$ cat src/rtl/ws2812_bit_decoder_pkg.sv
// Shared types and default tick constants for the WS2812 receive pipeline.
// Pulse widths and counter values are measured in 100 ns ticks.
package ws2812_bit_decoder_pkg;

    // Edge flags from the pulse-width counter, one cycle wide
    typedef struct packed {
        logic rising;
        logic falling;
    } edges_t;

    // Counter snapshot: ticks since the last edge, saturating at 512
    typedef struct packed {
        logic [9:0] counter;
    } decoder_input_t;

    // One pixel in wire order; the first received bit lands in g[7]
    typedef struct packed {
        logic [7:0] g;
        logic [7:0] r;
        logic [7:0] b;
    } pixel_t;

    // Pixel plus its frame-start tag, as held in the output register
    typedef struct packed {
        logic   frame_start;
        pixel_t pixel;
    } pixel_out_t;

    typedef enum logic [1:0] {
        SYNC,
        LOW_IDLE,
        HIGH,
        LOW
    } decoder_state_e;

    localparam int unsigned T1H_MIN    = 6;
    localparam int unsigned GLITCH     = 2;
    localparam int unsigned HIGH_MAX   = 12;
    localparam int unsigned RESET      = 500;
    localparam int unsigned PIXEL_BITS = 24;

endpackage

$ cat src/rtl/ws2812_bit_decoder_pixel_out_reg.sv
// Single-entry valid/ready output register. A load arriving while the
// register is full and not draining is dropped and flagged with a
// one-cycle overflow pulse; the held entry is left untouched.
module pixel_out_reg #(
    parameter type payload_t = logic [23:0]
) (
    input  logic     i_clk,
    input  logic     i_reset_n,
    input  logic     i_load,
    input  payload_t i_data,
    output payload_t o_data,
    output logic     o_valid,
    input  logic     i_ready,
    output logic     o_accepted,
    output logic     o_overflow
);

    // A load is taken when the slot is empty or drains this same cycle
    assign o_accepted = i_load & (~o_valid | i_ready);

    // Hold the payload until it is transferred; flag dropped loads
    always_ff @(posedge i_clk or negedge i_reset_n) begin
        if (!i_reset_n) begin
            o_data     <= '0;
            o_valid    <= 1'b0;
            o_overflow <= 1'b0;
        end else begin
            o_overflow <= i_load & o_valid & ~i_ready;
            if (o_accepted) begin
                o_data  <= i_data;
                o_valid <= 1'b1;
            end else if (o_valid && i_ready) begin
                o_valid <= 1'b0;
            end
        end
    end

endmodule

$ cat src/rtl/ws2812_bit_decoder.sv
// WS2812 bit decoder: classifies high pulses into bits, assembles 24-bit
// GRB pixels MSB-first, detects line reset and presents pixels over a
// valid/ready handshake.
// Optional build macro WS2812_DECODER_STATS_EN adds o_frame_pixels, the
// count of pixels accepted by the sink during the previous frame.
module ws2812_bit_decoder
    import ws2812_bit_decoder_pkg::*;
#(
    parameter int unsigned T1H_MIN_TICKS  = T1H_MIN,
    parameter int unsigned GLITCH_TICKS   = GLITCH,
    parameter int unsigned HIGH_MAX_TICKS = HIGH_MAX,
    parameter int unsigned RESET_TICKS    = RESET
) (
    input  logic           i_clk,
    input  logic           i_reset_n,
    input  edges_t         i_edges,
    input  decoder_input_t i_decoder_input,
    output logic [23:0]    o_pixel,
    output logic           o_pixel_valid,
    input  logic           i_pixel_ready,
    output logic           o_frame_start,
    output logic           o_error,
    output logic           o_overflow
`ifdef WS2812_DECODER_STATS_EN
    ,
    output logic [15:0]    o_frame_pixels
`endif
);

    localparam logic [9:0] T1H_W      = 10'(T1H_MIN_TICKS);
    localparam logic [9:0] GLITCH_W   = 10'(GLITCH_TICKS);
    localparam logic [9:0] HIGH_MAX_W = 10'(HIGH_MAX_TICKS);
    localparam logic [9:0] RESET_W    = 10'(RESET_TICKS);
    localparam logic [4:0] LAST_BIT   = 5'(PIXEL_BITS - 1);

    decoder_state_e state_q, state_d;
    logic [23:0]    shift_q, shift_d;
    logic [4:0]     bit_cnt_q, bit_cnt_d;
    logic           frame_first_q;
    logic           error_q, error_d;
    logic           load;
    logic           line_reset;
    logic           accepted;
    logic [9:0]     cnt;
    logic           both_edges;
    pixel_out_t     load_data;
    pixel_out_t     out_data;

    assign cnt        = i_decoder_input.counter;
    assign both_edges = i_edges.rising & i_edges.falling;

    // State, shift register and bit counter
    always_ff @(posedge i_clk or negedge i_reset_n) begin
        if (!i_reset_n) begin
            state_q   <= SYNC;
            shift_q   <= '0;
            bit_cnt_q <= '0;
            error_q   <= 1'b0;
        end else begin
            state_q   <= state_d;
            shift_q   <= shift_d;
            bit_cnt_q <= bit_cnt_d;
            error_q   <= error_d;
        end
    end

    // Pulse classification, bit assembly and line-reset detection
    always_comb begin
        state_d    = state_q;
        shift_d    = shift_q;
        bit_cnt_d  = bit_cnt_q;
        error_d    = 1'b0;
        load       = 1'b0;
        line_reset = 1'b0;
        case (state_q)
            SYNC: begin
                if (cnt >= RESET_W) begin
                    line_reset = 1'b1;
                    bit_cnt_d  = '0;
                    state_d    = LOW_IDLE;
                end
            end
            LOW_IDLE: begin
                if (both_edges) begin
                    error_d = 1'b1;
                    state_d = SYNC;
                end else if (i_edges.rising) begin
                    state_d = HIGH;
                end
            end
            HIGH: begin
                if (both_edges) begin
                    error_d   = 1'b1;
                    bit_cnt_d = '0;
                    state_d   = SYNC;
                end else if (i_edges.falling) begin
                    if (cnt < GLITCH_W) begin
                        error_d   = 1'b1;
                        bit_cnt_d = '0;
                        state_d   = SYNC;
                    end else begin
                        shift_d = {shift_q[22:0], (cnt >= T1H_W)};
                        state_d = LOW;
                        if (bit_cnt_q == LAST_BIT) begin
                            load      = 1'b1;
                            bit_cnt_d = '0;
                        end else begin
                            bit_cnt_d = bit_cnt_q + 5'd1;
                        end
                    end
                end else if (cnt >= HIGH_MAX_W) begin
                    error_d   = 1'b1;
                    bit_cnt_d = '0;
                    state_d   = SYNC;
                end
            end
            LOW: begin
                if (both_edges) begin
                    error_d   = 1'b1;
                    bit_cnt_d = '0;
                    state_d   = SYNC;
                end else begin
                    // A rising edge that ends an over-long low still counts
                    // as a line reset; the new high pulse is then decoded.
                    if (cnt >= RESET_W) begin
                        line_reset = 1'b1;
                        error_d    = (bit_cnt_q != '0);
                        bit_cnt_d  = '0;
                        state_d    = LOW_IDLE;
                    end
                    if (i_edges.rising) begin
                        state_d = HIGH;
                    end
                end
            end
            default: begin
                state_d   = SYNC;
                bit_cnt_d = '0;
            end
        endcase
    end

    // Frame-first tag: set by line reset, cleared when a pixel is loaded
    always_ff @(posedge i_clk or negedge i_reset_n) begin
        if (!i_reset_n) begin
            frame_first_q <= 1'b0;
        end else if (line_reset) begin
            frame_first_q <= 1'b1;
        end else if (accepted) begin
            frame_first_q <= 1'b0;
        end
    end

    assign load_data.frame_start = frame_first_q;
    assign load_data.pixel       = shift_d;

    pixel_out_reg #(
        .payload_t (pixel_out_t)
    ) u_out (
        .i_clk      (i_clk),
        .i_reset_n  (i_reset_n),
        .i_load     (load),
        .i_data     (load_data),
        .o_data     (out_data),
        .o_valid    (o_pixel_valid),
        .i_ready    (i_pixel_ready),
        .o_accepted (accepted),
        .o_overflow (o_overflow)
    );

    assign o_pixel       = out_data.pixel;
    assign o_frame_start = out_data.frame_start;
    assign o_error       = error_q;

`ifdef WS2812_DECODER_STATS_EN
    logic [15:0] running_q;
    logic [15:0] running_next;
    logic        xfer;

    assign xfer         = o_pixel_valid & i_pixel_ready;
    assign running_next = (xfer && running_q != '1) ? running_q + 16'd1 : running_q;

    // Per-frame accepted-pixel count, published and restarted on line reset
    always_ff @(posedge i_clk or negedge i_reset_n) begin
        if (!i_reset_n) begin
            running_q      <= '0;
            o_frame_pixels <= '0;
        end else if (line_reset) begin
            o_frame_pixels <= running_next;
            running_q      <= '0;
        end else begin
            running_q      <= running_next;
        end
    end
`endif

endmodule

$ cat config.mk
export PLATFORM = sky130hd
export DESIGN_NAME = ws2812_bit_decoder
export DESIGN_NICKNAME = d
export VERILOG_FILES = /design/src/rtl/ws2812_bit_decoder_pkg.sv /design/src/rtl/ws2812_bit_decoder_pixel_out_reg.sv /design/src/rtl/ws2812_bit_decoder.sv
export SDC_FILE = /design/constraint.sdc
export NUM_CORES = 1
export LEC_CHECK = 0
export CORE_MARGIN = 4
export CORE_UTILIZATION = 35
export DETAILED_ROUTE_END_ITERATION = 16
export PLACE_DENSITY = 0.56
export SYNTH_ARGS = -nofsm -noshare
export SYNTH_HDL_FRONTEND = slang
export SYNTH_SLANG_ARGS = --single-unit
$ cat constraint.sdc
create_clock -name i_clk -period 3 [get_ports i_clk]
set_input_delay 0.9 -clock i_clk [delete_from_list [all_inputs] [get_ports i_clk]]
set_output_delay 0.9 -clock i_clk [all_outputs]
set_load 0.02 [all_outputs]
* Word-level counts from Yosys, hierarchy flattened
Index checks and enable logic that the tools add are counted.
** Operators by class
- Magnitude comparators :: 4
- Muxes and demuxes :: 42
- Bitwise logic cells :: 7
- Equal/unequal tests :: 6
- Reduce and logical (&&, ||, !) cells :: 8
- Add/subtract/negate cells :: 1
** Operators with widths (number)
- two-way mux 24 bit :: 4
- two-way mux 5 bit :: 7
- two-way mux 1 bit :: 18
- two-way mux 2 bit :: 9
- one-hot mux 5 bit (3 select lines) :: 1
- greater-or-equal comparator 10 x 3 -> 1 bit (second input constant) :: 1
- greater-or-equal comparator 10 x 4 -> 1 bit (second input constant) :: 1
- greater-or-equal comparator 10 x 9 -> 1 bit (second input constant) :: 1
- less-than comparator 10 x 2 -> 1 bit (second input constant) :: 1
- one-hot mux 2 bit (4 select lines) :: 1
- adder 5 x 1 -> 5 bit (second input constant) :: 1
- equality test 5 bit (second input constant) :: 1
- nonzero test 5 bit :: 1
- AND 1 bit :: 4
- equality test 2 bit (second input constant) :: 2
- != test 4 bit (second input constant) :: 1
- AND reduction 2 bit :: 2
- nonzero test 2 bit :: 2
- != test 3 bit (second input constant) :: 1
- one-hot mux 1 bit (3 select lines) :: 1
- nonzero test 3 bit :: 1
- equality test 2 x 1 -> 1 bit (second input constant) :: 1
- logical NOT 2 bit :: 1
- NOT 1 bit :: 2
- other kinds (3) :: 3
** Word-level totals
- Input bits :: 15
- Word-level logic and storage cells :: 79
- Register bits after elaboration :: 60

* Longest topological paths before layout
- Depth in word-level cells :: 9
- Mapped depth :: 7
- Depth with buffers taken out :: 6

* Cells and area by module
From an unflattened synthesis, not the netlist that was laid out.
** Unflattened totals
- Cells, all modules :: 201
- Area total of the unflattened synthesis :: 2793.9 um^2
** By module, submodules not included
- ws2812_bit_decoder :: instances 1, cells each 141, area each 1702.9 um^2, sequential area each 825.8 um^2
- pixel_out_reg :: instances 1, cells each 60, area each 1091.0 um^2, sequential area each 675.6 um^2

* Worst setup path before layout
Ideal clock, no wire load.
- Path kind :: input to register
- From :: input i_decoder_input[4] in the netlist's numbering
- To :: register u_out.o_data[10] in the netlist's numbering
- Stages :: 6
- Slack :: 309 ps
- Data arrival time :: 2564 ps
- Buffers on the path :: 2
- Library setup time :: 128 ps
- Cell sequence :: or4_4 -> nor4_4 -> or4b_1 -> buf_4 -> buf_6 -> mux2_1
** On the way
- Word-level cells in the longest chain between the ends :: 6
- Elaborated cells between the ends (all ways) :: 10
- Those cells by class :: 1 x order compare; 8 x mux; 1 x bitwise
** RTL lines
- start: declaration :: line ws2812_bit_decoder.sv:17 : input decoder_input_t i_decoder_input,
- less-than comparator 10 x 2 -> 1 bit * :: line ws2812_bit_decoder.sv:97 : if (cnt < GLITCH_W) begin
- two-way mux 1 bit :: line ws2812_bit_decoder.sv:97
- two-way mux 1 bit :: line ws2812_bit_decoder.sv:96 : end else if (i_edges.falling) begin
- two-way mux 1 bit :: line ws2812_bit_decoder.sv:92 : if (both_edges) begin
- two-way mux 1 bit :: line ws2812_bit_decoder.sv:75 : case (state_q)
- AND 1 bit :: line ws2812_bit_decoder_pixel_out_reg.sv:19 : assign o_accepted = i_load & (~o_valid | i_ready);
- end signal: assignment :: line ws2812_bit_decoder_pixel_out_reg.sv:30 : o_data <= i_data;
- end: declaration :: line ws2812_bit_decoder_pixel_out_reg.sv:11 : output payload_t o_data,
Mark *: on every way between the ends. The rest lies on a longest branch, timed or not.
A chain may end at the register's enable or synchronous reset.

* Worst setup path after layout
- From :: input i_decoder_input[4] in the netlist's numbering
- To :: register u_out.o_data[24] in the netlist's numbering
** On the way
- Word-level cells in the longest chain between the ends :: 6
** RTL lines (line)
- less-than comparator 10 x 2 -> 1 bit :: ws2812_bit_decoder.sv:97
- two-way mux 1 bit :: ws2812_bit_decoder.sv:97
- two-way mux 1 bit :: ws2812_bit_decoder.sv:96
- two-way mux 1 bit :: ws2812_bit_decoder.sv:92
- two-way mux 1 bit :: ws2812_bit_decoder.sv:75
- AND 1 bit :: ws2812_bit_decoder_pixel_out_reg.sv:19
Every way passes these cells.

==> results.cfg <==
[outcome]
outcome = completed

[synth]
synth_cell_type_count = 44
synth_cells = 191
synth_xor_area_frac = 0
synth_compound_area_frac = 0.08599
synth_top_flop_cell = dfrtp_1
ys_warn_count = 0
synth_mux_area_frac = 0.2010
synth_top_family_by_area = multiplexers
synth.area.top_cells = dfrtp_1 (56%), mux2_2 (12%), mux2_1 (8.1%)
synth-simple-area-share = 0.09074
syn-cell-area_mm2 = 0.002634
synth_enable_flop_cells = 0
synth-async-reset-ratio = 1.000
yosys.area.top_type = dfrtp_1
syn_nets = 214
ys_seq_area_frac = 0.5606
synth_top_area_frac = 0.5606
synthAdderAreaFrac = 0.03800
synth_seq_cells = 59
postSynthAreaPerCell_um2 = 13.79

[placement]
portBuffers = 41
hpwl_um = 3611
placed_area_mm2 = 0.003269
globalplace.congestion = 0.8400
pre_cts_ws_ps = -78.30

[sta]
setup_ws_ps = 272.9
max_freq_mhz = 366.7
rsz0062_at_grt = no
period_share = 0.9090
slew_headroom = 0.6770
final_hold_viol_count = 0
period_needed_ps = 2727
setup_viol = 0
slew_viol_final = 0
clock_skew_ps = 8.539
worst_pin_slew_ps = 484.5

[routing]
drc = 0
drt_pre_antenna_iters = 4
wl_per_cell_um = 14.06
drt_iter0_markers = 82
ant_nets = 0
drt_wl_total_um = 4991
drt-vias-per-instance = 4.837
vias = 1717

[clocking]
hold_buffers = 0
worstSkewPairLatency_ps = 330
cts_buffer_depth = 2
cts_made_buffers = 9
clockRootBuffer = clkbuf_8
cts_setup_buffers = 0
cts-resized-gates = 0
path_clk_slew_ps = 60
tritoncts = done
htreeDepth = 3
clock-sinks = 59

[critical_path]
cp_data_required_time_ps = 3210
end_kind = flop
startpoint_type = input pin
path_cells = clkdlybuf4s50_1 -> or4_4 -> nor4_4 -> or4b_1 -> buf_4 -> mux2_2
r2r_slack_ps = 780
critPathBufInv = 2
crit_family = simple AND/OR/NAND/NOR gates
critical_path.max_fanout = 9
crit_slowest_cell = or4_4
slowest_delay_ps = 570
worstPathArrival_ps = 2940
path_class = input pin to flop

[floorplanning]
rows = 31
die_area_mm2 = 0.008977
fp.dieW_um = 94.75
core_mm2 = 0.007292
io_pins = 43
die_h_um = 94.75
start_util = 0.3612

[pwr]
p_per_area_mw_per_mm2 = 565.7
p_leak_nw = 1.642
ir_drop_mv = 0.2420

[grt]
antenna_found_initial = 0
grt.total_usage = 0.1280
grt_pass1_wl_um = 8742
first_global_vias = 1794
grt-ovfl-total = 0
grt_max_degree = 23

[final_layout]
n_fill_cell = 695
diodes = 0
final_area_mm2 = 0.003485
fin_nets = 275
drive_above_1_share = 0.2617
syn_to_final_growth_pct = 32.30
fin_util = 0.4779

[worst_hold_path]
hold_class = flop to flop

[job]
maxCapViolCount = 0
==> synth_stat cells, types with 2 or more instances <==
cell	count
nor4b_1	2
o2bb2ai_1	2
or2_2	4
nor3_1	5
o21ai_0	7
a221o_1	2
a21o_1	2
a22o_1	2
a211oi_1	2
and4_1	2
nor2_1	6
nor2b_1	2
o21a_1	2
nand2b_1	2
mux2_1	19
mux2_2	28
ha_1	8
nand4b_1	2
buf_6	2
nand3_1	2
buf_2	2
a21boi_0	2
dfrtp_1	59
inv_1	5
==> flip-flops by register name, summed over array words and instances (netlist names) <==
register          count
frame_first_q         1
o_error               1
u_out.o_data         25
shift_q              23
bit_cnt_q             5
u_out.o_valid         1
state_q               2
u_out.o_overflow      1
==> per-layer routing <==
metal / routed length (um) / part of all wire / GRT usage / vias up
met5: 0 / 0 / 0 / -
met4: 59 / 0.012 / 0.05048 / 0
met3: 188 / 0.038 / 0.04382 / 5
met2: 2352 / 0.47 / 0.1908 / 27
met1: 2390 / 0.48 / 0.1711 / 859
li1: - / - / - / 826
==> cells in the final DEF, fill, tap and decap left out, types with 3 or more instances in the layout <==
cell	synthesis	routed
ha_1	8	8
clkbuf_8	0	10
dfrtp_1	59	59
buf_4	1	12
o21ai_0	7	7
clkdlybuf4s50_1	0	40
inv_1	5	5
buf_12	0	3
nor3_1	5	5
mux2_2	28	28
mux2_1	19	19
nor2_1	6	6
or2_2	4	4
==> power breakdown <==
group | switching, mW | total (mW) | internal, mW
Combinational | 0.165 | 0.314 | 0.149
Sequential | 0.0311 | 0.868 | 0.837
Clock | 0.306 | 0.789 | 0.483
==> layout make-up <==
class | count | area, um2 | share of cell area
Clock inverter | 5 | 77.57 | 0.02226
Clock buffer | 10 | 137.6 | 0.03950
Sequential cell | 59 | 1476 | 0.4237
Tap cell | 99 | 123.9 | 0.03555
Inverter | 5 | 18.77 | 0.005386
Timing Repair Buffer | 56 | 555.5 | 0.1594
Multi-Input combinational cell | 121 | 1095 | 0.3142
==> worst register-to-register path: cells and delay by family, from the launching register on <==
| kind | cells | cell delay, ps |
|---|---|---|
| fa+ha+maj | 1 | 270 |
| simple gates | 2 | 740 |
| flops | 1 | 420 |
| buf+inv | 2 | 370 |
| mux | 1 | 310 |
==> metrics by stage <==
stage               hold slack (ps)  total power [mW]  cells  TNS [ps]
global placement              469.0             1.197    340     -2105
CTS                           496.1             2.003    355         0
finish                        489.1             1.971    355         0
floorplan                     445.7             1.081    191         0
detailed placement            473.2             1.199    340     -1380
global route                  505.1             2.092    355         0
==> cells by family after synthesis <==
group | count (synthesis)
multiplexers | 47
buffers and inverters | 11
AND/OR/NAND/NOR | 36
AO/OA/AOI/OAI | 30
adder cells (fa/ha/maj) | 8
flip-flops | 59
==> worst paths after layout <==
path                               startpoint          endpoint  depth (start not counted)
setup / recovery           i_decoder_input[4]  u_out.o_data[24]                          6
hold / removal                  frame_first_q     frame_first_q                          1
setup reg to reg                   state_q[0]   u_out.o_data[0]                          6
hold reg to reg                 frame_first_q     frame_first_q                          1
max in group asynchronous           i_reset_n        shift_q[0]                          2
min in group asynchronous           i_reset_n  u_out.o_data[20]                          1
(Power assumes the default switching activity.)
